[config.mk]
export PLATFORM = sky130hd
export DESIGN_NAME = clock_divider_prog
export DESIGN_NICKNAME = d
export VERILOG_FILES = /design/src/rtl/clock_divider_prog.sv
export SDC_FILE = /design/constraint.sdc
export NUM_CORES = 1
export LEC_CHECK = 0
export CAP_MARGIN = 20
export CORE_UTILIZATION = 45
export CTS_CLUSTER_SIZE = 40
export DETAILED_ROUTE_END_ITERATION = 10
export SETUP_SLACK_MARGIN = 0.5
export SYNTH_ARGS = -nofsm -noshare
export SYNTH_HDL_FRONTEND = slang
export SYNTH_SLANG_ARGS = --single-unit
[constraint.sdc]
create_clock -name clk_in -period 6.1 [get_ports clk_in]
set_clock_uncertainty 0.1 [all_clocks]
set_input_delay 1.525 -clock clk_in [delete_from_list [all_inputs] [get_ports clk_in]]
set_output_delay 1.525 -clock clk_in [all_outputs]
set_load 0.05 [all_outputs]
[src/rtl/clock_divider_prog.sv]
// Runtime-programmable clock divider: period and high time load through a
// valid/ready slot and take effect only at a period boundary or while idle.
module clock_divider_prog #(
  parameter int WIDTH          = 16,
  parameter int DEFAULT_PERIOD = 14000,
  parameter int DEFAULT_HIGH   = 7000
) (
  input  logic             clk_in,
  input  logic             reset,
  input  logic             en,
  input  logic             cfg_valid,
  output logic             cfg_ready,
  input  logic [WIDTH-1:0] cfg_period,
  input  logic [WIDTH-1:0] cfg_high,
  output logic             clk_out,
  output logic             tick,
  output logic             running,
  output logic             cfg_pending
);

  localparam logic [WIDTH-1:0] DEF_PERIOD = WIDTH'(DEFAULT_PERIOD);
  localparam logic [WIDTH-1:0] DEF_HIGH   = WIDTH'(DEFAULT_HIGH);

  logic [WIDTH-1:0] r_cnt;
  logic [WIDTH-1:0] r_cur_period;
  logic [WIDTH-1:0] r_cur_high;
  logic [WIDTH-1:0] r_pend_period;
  logic [WIDTH-1:0] r_pend_high;
  logic             r_pending;
  logic             r_running;
  logic             r_clk_out;
  logic             r_tick;

  logic [WIDTH-1:0] w_clamp_period;
  logic [WIDTH-1:0] w_clamp_high;
  logic [WIDTH-1:0] w_cnt_inc;
  logic             w_accept;
  logic             w_wrap;
  logic             w_apply;

  // Clamp so every period has at least one high and one low cycle.
  always_comb begin
    w_clamp_period = (cfg_period < WIDTH'(2)) ? WIDTH'(2) : cfg_period;
    if (cfg_high == '0)
      w_clamp_high = WIDTH'(1);
    else if (cfg_high >= w_clamp_period)
      w_clamp_high = w_clamp_period - WIDTH'(1);
    else
      w_clamp_high = cfg_high;
  end

  assign w_cnt_inc = r_cnt + WIDTH'(1);
  assign w_accept  = cfg_valid & ~r_pending;
  assign w_wrap    = (r_cnt == r_cur_period - WIDTH'(1));
  assign w_apply   = r_pending & (~en | ~r_running | w_wrap);

  always_ff @(posedge clk_in) begin
    if (reset) begin
      r_cnt         <= '0;
      r_cur_period  <= DEF_PERIOD;
      r_cur_high    <= DEF_HIGH;
      r_pend_period <= DEF_PERIOD;
      r_pend_high   <= DEF_HIGH;
      r_pending     <= 1'b0;
      r_running     <= 1'b0;
      r_clk_out     <= 1'b0;
      r_tick        <= 1'b0;
    end else begin
      // Accept and apply are mutually exclusive: accept needs an empty slot.
      if (w_accept) begin
        r_pend_period <= w_clamp_period;
        r_pend_high   <= w_clamp_high;
        r_pending     <= 1'b1;
      end else if (w_apply) begin
        r_cur_period  <= r_pend_period;
        r_cur_high    <= r_pend_high;
        r_pending     <= 1'b0;
      end

      if (!en) begin
        r_cnt     <= '0;
        r_clk_out <= 1'b0;
        r_tick    <= 1'b0;
        r_running <= 1'b0;
      end else if (!r_running || w_wrap) begin
        r_cnt     <= '0;
        r_clk_out <= 1'b1;
        r_tick    <= 1'b1;
        r_running <= 1'b1;
      end else begin
        r_cnt     <= w_cnt_inc;
        r_clk_out <= (w_cnt_inc < r_cur_high);
        r_tick    <= 1'b0;
      end
    end
  end

  assign cfg_ready   = ~r_pending;
  assign cfg_pending = r_pending;
  assign clk_out     = r_clk_out;
  assign tick        = r_tick;
  assign running     = r_running;

endmodule

==> reports/metrics.cfg, run 1 <==
[run_status]
status=finished clean

[placed_design]
place.gp.congestion=0.9649
dpl.hpwl_um=9753
dp.cells=739
port_buffers=40

[synthesis]
synth_cells=586
avgSynthCellArea_um2=8.472
synth.most_common_cell=dfxtp_1
ys_ff_latch=84
synth.distinct_cells=59
synth_ff_type=dfxtp_1
synthSimpleGateAreaFrac_pct=21.55
synth_async_sr_flop_share_pct=0
synth_top_cell_by_area=dfxtp_1
synth_top_family_by_area=simple AND/OR/NAND/NOR gates
synth_mux_area_share_pct=9.677
synth_nets=656
synth_compound_area_share_pct=12.80
syn-cell-area_um2=4965
synthAdderAreaFrac_pct=8.569
synth_edf_count=0
synth_xor_area_share_pct=7.409
synth_common_cells=dfxtp_1, nand2_1, nor2_1
yosysSeqAreaShare_pct=33.87
yosys-top-cells-area=dfxtp_1, mux2i_1, ha_1
yosysWarnings=0
synth_top_cell_area_share_pct=33.87

[worst_setup_path]
crit_required_ns=6.29
cp_top_family=compound AO/OA/AOI/OAI gates
arrival_ns=4.84
cp_num_buf_inv=4
crit_slowest_cell=or4_1
slowest_delay_ns=0.59
cp-start-kind=input port
critical_path_class=in2reg
rrSetupSlack_ns=2.81
path_max_fanout=16
cp_cell_sequence=clkdlybuf4s50_1 -> or4_1 -> o41ai_1 -> buf_4 -> inv_1 -> ha_1 -> nand2b_1 -> a21o_1 -> a21oi_1 -> o31ai_1 -> a31oi_2 -> buf_4 -> mux2i_1 -> o221a_1
cp-end-kind=flip-flop
cp_common_cell=buf_4

[cts]
clkLatencyLatePin_ns=0.35
htree_levels=3
cts_sinks=84
postCtsSetupRepairBufs=0
cts_tree=yes
cts_hold_buf=0
cts_buffers=9
clock_path_buffers=2
postCtsResizedCells=0
path_clk_slew_ns=0.08
ctsRootBufferMaster=clkbuf_8

[timing]
slew_headroom_pct=33.80
worst_pin_slew_ns=0.9906
rsz0062_at_grt=false
finalSetupViolCount=0
period_share_pct=76.24
drv_slew=0
finalHoldViolCount=0
fin_crit_ns=4.651
max_freq_mhz=215.0
tns_ns=0

[cells_and_area]
final_layout_size_suffix_gt1_share_pct=4.362
instances_no_fill=755
multiInputGateArea_um2=2985
final_nets=684
antenna_cells=0
seq_area_um2=1682
fillerInstances=971
syn_to_final_growth_pct=13.86

[global_route]
use_met1_pct=29.43
grt_pass1_wl_um=20280
grt_max_degree=48
met2_usage_pct=38.85
antenna_found_initial=0
grt_util_met3_pct=4.255
grt_most_used_layer=met2
grt_use_total_pct=23.22
gr-total-overflow=0
grt_pass1_vias=3923

[pwr]
vdd_drop_max_uv=112.4
power_density_nw_per_um2=218.6
p_leak_nw=2.406

[detailed_routing]
num_vias=4136
initialDrtViolationCount=247
drcViolationCount=0
wl_um=12420
first_pass_iters=4
ant_nets=0
wl_per_cell_um=16.46
vias_per_cell=5.478

[worst_hold_path]
hold_path_class=reg2reg

[flow_run]
cap_viol_max_count=0

[floorplanning]
start_util_pct=47.24
die-area_um2=11460
coreArea_um2=10510
die_w_um=107.0
core.rowCount=37
boundaryPins=41
die_h_um=107.0

==> cell type report <==
class	count	share of cell area (%)
Inverter	40	2.656
Timing Repair Buffer	44	7.614
Clock buffer	12	2.922
Clock inverter	4	1.239
Multi-Input combinational cell	435	52.81
Tap cell	136	3.010
Sequential cell	84	29.75
==> routing by layer <==
metal | vias up | part of all wire, % | wire length, um
met5 | - | 0 | 0
met4 | 0 | 2.6 | 328
met3 | 20 | 4.0 | 497
met2 | 109 | 46 | 5768
met1 | 1901 | 47 | 5829
li1 | 2106 | - | -
==> path summary, 6_finish.rpt <==
path,cells after the start,start,to
min,2,r_pend_high[10]$_SDFFE_PP0P_,r_pend_high[10]$_SDFFE_PP0P_
max reg2reg,8,r_cur_period[5]$_SDFFE_PP1P_,r_cur_high[12]$_SDFFE_PP1P_
max,14,cfg_period[14],r_pend_high[0]$_SDFFE_PP0P_
min reg2reg,2,r_pend_high[10]$_SDFFE_PP0P_,r_pend_high[10]$_SDFFE_PP0P_
==> state kept, by name, indices dropped and copies added, names as in the netlist <==
register / flops
r_pend_period: 16
r_cnt: 16
r_cur_high: 16
cfg_pending: 1
r_pend_high: 16
running: 1
clk_out: 1
r_cur_period: 16
tick: 1
==> report_power, final <==
part           switching, mW  internal (mW)
Combinational          0.110         0.0839
Sequential            0.0185          0.574
Clock                  0.187          0.263
==> layout by cell type (no fill, tap or decap), types with 3 or more instances in the layout <==
master           synthesis  final
nand4_1                  8      8
nand2_1                 75     75
xnor2_1                 28     28
nor3_1                  11     11
xor2_1                  14     14
a221oi_1                 3      3
or3_1                    5      5
a21oi_1                 20     20
o21ai_1                 15     15
and2_1                   3      3
clkbuf_8                 0     12
dfxtp_1                 84     84
nand3_1                 12     12
nor3b_1                  3      3
nor2_1                  56     56
a211oi_1                 3      3
ha_1                    34     34
mux2i_1                 48     48
nand3b_1                 3      3
o21ai_0                  3      3
clkdlybuf4s50_1          0     40
o31ai_1                  3      3
or4_1                    4      4
and3_1                  22     22
a21o_1                  10     10
nor4_1                   8      8
inv_1                   39     39
buf_4                    0      4
o211ai_1                 7      7
o41ai_1                  3      3
==> tightest hold or removal path: stages (launching register included) <==
cell and delay [ns]:
dfxtp_1 0.31, nand2_1 0.05, o21ai_1 0.05
==> kinds of logic (layout without fill, tap and decap cells) <==
kind of cell / after synthesis / after routing
AND/OR/NAND/NOR: 222 / 222
AO/OA/AOI/OAI: 89 / 89
flip-flops: 84 / 84
buffers and inverters: 67 / 100
multiplexers: 48 / 48
XOR/XNOR: 42 / 42
adder cells (fa/ha/maj): 34 / 34
==> stage by stage <==
step	power [mW]	utilization, %	hold slack, ns	cell area, um2	setup WS, ns
2_1_floorplan	0.7304	-	0.3286	4965	1.208
5_1_grt	1.297	53.79	0.3774	5653	1.326
3_5_place_dp	0.7994	51.55	0.3421	5418	1.121
6_report	1.235	53.79	0.3500	5653	1.449
3_3_place_gp	0.7959	51.55	0.3413	5418	1.206
4_1_cts	1.250	53.79	0.3547	5653	1.470
Note: power is estimated with default switching activity, not from simulation.
==> inputs of run 2 (changes only) <==
PLACE_DENSITY = 0.67   (was default)
clock period = 4.2 ns   (was 6.1 ns; I/O delays follow)
==> run 2 against run 1 <==
Effect of this change: routed wire length rose by 3.9%; first-iteration DRC count rose by 2.8%; sequential power rose by 45%; cell count rose by 5.0%; cell area rose by 7.1%; global-route usage rose by 0.52 points; sequential share of layout area fell by 2.0 points; power rose by 50%; combinational power rose by 71%; critical path type unchanged; critical endpoint unchanged.
==> reports/metrics.cfg, run 2 (synthesis gave the netlist of run 1 again) <==
[run_status]
status=finished clean  ; unchanged

[detailed_routing]
wl_um=12910  ; was 12420 um
num_vias=4312  ; was 4136
wl_per_cell_um=16.27  ; was 16.46 um
vias_per_cell=5.438  ; was 5.478
initialDrtViolationCount=254  ; was 247
drcViolationCount=0  ; unchanged
first_pass_iters=4  ; unchanged
ant_nets=0  ; unchanged

[worst_hold_path]
hold_path_class=reg2reg  ; unchanged

[placed_design]
port_buffers=40  ; unchanged
dp.cells=760  ; was 739
place.gp.congestion=0.8927  ; was 0.9649
dpl.hpwl_um=9941  ; was 9753 um

[cells_and_area]
final_layout_size_suffix_gt1_share_pct=13.09  ; was 4.362%
syn_to_final_growth_pct=21.98  ; was 13.86%
final_cell_mix=dfxtp_1, nand2_1, nor2_1  ; unchanged
layout_commonest_cell=dfxtp_1  ; unchanged
instances_no_fill=793  ; was 755
antenna_cells=0  ; unchanged
final_nets=722  ; was 684

[cts]
path_clk_slew_ns=0.09  ; was 0.08 ns
clkLatencyLatePin_ns=0.37  ; was 0.35 ns
cts_buffers=9  ; unchanged
clock_path_buffers=2  ; unchanged
htree_levels=3  ; unchanged
cts_sinks=84  ; unchanged
cts_tree=yes  ; unchanged
ctsRootBufferMaster=clkbuf_8  ; unchanged
cts_hold_buf=0  ; unchanged

[pwr]
vdd_drop_max_uv=144.6  ; was 112.4 uV
p_leak_nw=2.644  ; was 2.406 nW
power_density_nw_per_um2=306.0  ; was 218.6 nW/um2

[worst_setup_path]
critical_path_class=in2reg  ; unchanged
cp_top_family=buffers and inverters  ; was compound AO/OA/AOI/OAI gates
cp-start-kind=input port  ; unchanged
cp-end-kind=flip-flop  ; unchanged
cp_cell_sequence=buf_6 -> or4_4 -> o41ai_4 -> inv_2 -> buf_6 -> buf_6 -> buf_6 -> buf_6 -> buf_6 -> buf_6 -> buf_6 -> buf_6 -> buf_6 -> buf_6 -> buf_6 -> buf_6 -> mux2i_1 -> o221a_1  ; was clkdlybuf4s50_1 -> or4_1 -> o41ai_1 -> buf_4 -> inv_1 -> ha_1 -> nand2b_1 -> a21o_1 -> a21oi_1 -> o31ai_1 -> a31oi_2 -> buf_4 -> mux2i_1 -> o221a_1
crit_required_ns=4.42  ; was 6.29 ns
path_max_fanout=3  ; was 16
slowest_delay_ns=0.56  ; was 0.59 ns
crit_slowest_cell=or4_4  ; was or4_1
rrSetupSlack_ns=0.91  ; was 2.81 ns
cp_num_buf_inv=14  ; was 4
arrival_ns=3.88  ; was 4.84 ns
cp_common_cell=buf_6  ; was buf_4

[timing]
drv_slew=0  ; unchanged
finalHoldViolCount=0  ; unchanged
fin_worst_hold_slack_ns=0.3598  ; was 0.3500 ns
rsz0062_at_grt=false  ; unchanged
finalSetupViolCount=0  ; unchanged
max_freq_mhz=272.7
slew_headroom_pct=38.82  ; was 33.80%
worst_pin_slew_ns=0.9155  ; was 0.9906 ns
tns_ns=0  ; unchanged
fin_crit_ns=3.668
period_share_pct=87.33

[floorplanning]
die_h_um=107.0  ; unchanged
boundaryPins=41  ; unchanged
core.rowCount=37  ; unchanged
coreArea_um2=10510  ; unchanged
die_w_um=107.0  ; unchanged
start_util_pct=47.24  ; unchanged
die-area_um2=11460  ; unchanged

[global_route]
antenna_found_initial=0  ; unchanged
grt_pass1_vias=4370  ; was 3923
grt_use_total_pct=23.74  ; was 23.22%
grt_pass1_wl_um=21250  ; was 20280 um
grt_max_degree=47  ; was 48
gr-total-overflow=0  ; unchanged

[flow_run]
cap_viol_max_count=0  ; unchanged

run 2: changes by cell type in the layout (fill, tap and decap cells not counted), moves of 2 or more:
cell | before | now
nor2_2 | 0 | 3
clkbuf_2 | 0 | 2
dlygate4sd2_1 | 0 | 6
nor2_1 | 56 | 53
or4_4 | 0 | 2
buf_4 | 4 | 28
inv_8 | 0 | 2
clkinv_2 | 2 | 0
or4_1 | 4 | 2
clkdlybuf4s50_1 | 40 | 26
buf_6 | 0 | 14
clkbuf_8 | 12 | 9
buf_2 | 0 | 3
run 2: power breakdown:
part / leakage, nW / switching, mW / internal, mW
registers: 0.686 / 0.0270 / 0.834
clock network: 0.114 / 0.316 / 0.346
logic: 1.84 / 0.174 / 0.157
run 2: per-layer routing:
layer	track usage (%)	share of wire, %
met1	29.49	46
met4	13.01	4.5
met3	3.951	3.5
met2	39.03	46
met5	0	0
run 2: path summary, 6_finish.rpt:
kind	start	end	cells past startpoint
worst max-delay path	cfg_period[14]	r_pend_high[0]$_SDFFE_PP0P_	18
worst max register to register	r_cur_period[0]$_SDFFE_PP0P_	r_cur_period[12]$_SDFFE_PP1P_	10
worst min-delay path	r_pend_high[7]$_SDFFE_PP0P_	r_pend_high[7]$_SDFFE_PP0P_	2
worst min register to register	r_pend_high[7]$_SDFFE_PP0P_	r_pend_high[7]$_SDFFE_PP0P_	2
run 2: what timing repair did:
item / CTS / global route
buffers inserted: 13 / 3
endpoints found under the setup margin: 16 / 16
resized for setup: 38 / 22
cloned: 1 / 0
pin swaps: 13 / 5
run 2: cell type report:
cell class              instances  area [um2]
repair buffers                 82       760.7
fillers                       947        4453
flip-flops and latches         84        1682
multi-input cells             435        3062
well taps                     136       170.2
clock inverters                 7       107.6
inverters                      40       150.1
clock buffers                   9       123.9
run 2: stage by stage:
step / power, mW / setup slack, ns / utilization (%) / instance area [um2]
after global routing: 1.938 / 0.4513 / 57.63 / 6056
final: 1.853 / 0.5323 / 57.63 / 6056
after CTS: 1.856 / 0.4223 / 56.95 / 5984
after floorplan: 1.065 / 0.3030 / - / 5000
after detailed placement: 1.180 / -0.1285 / 53.39 / 5610
after global placement: 1.172 / -0.02765 / 53.39 / 5610
run 2: worst register-to-register path, cell delays in order (launching register included):
cell and delay [ns]:
dfxtp_1 0.36, inv_1 0.07, ha_1 0.32, or4b_1 0.49, nor2_1 0.15, nand4b_1 0.13, a311oi_2 0.33, o2111ai_2 0.29
a31oi_4 0.24, buf_4 0.46, mux2i_1 0.28
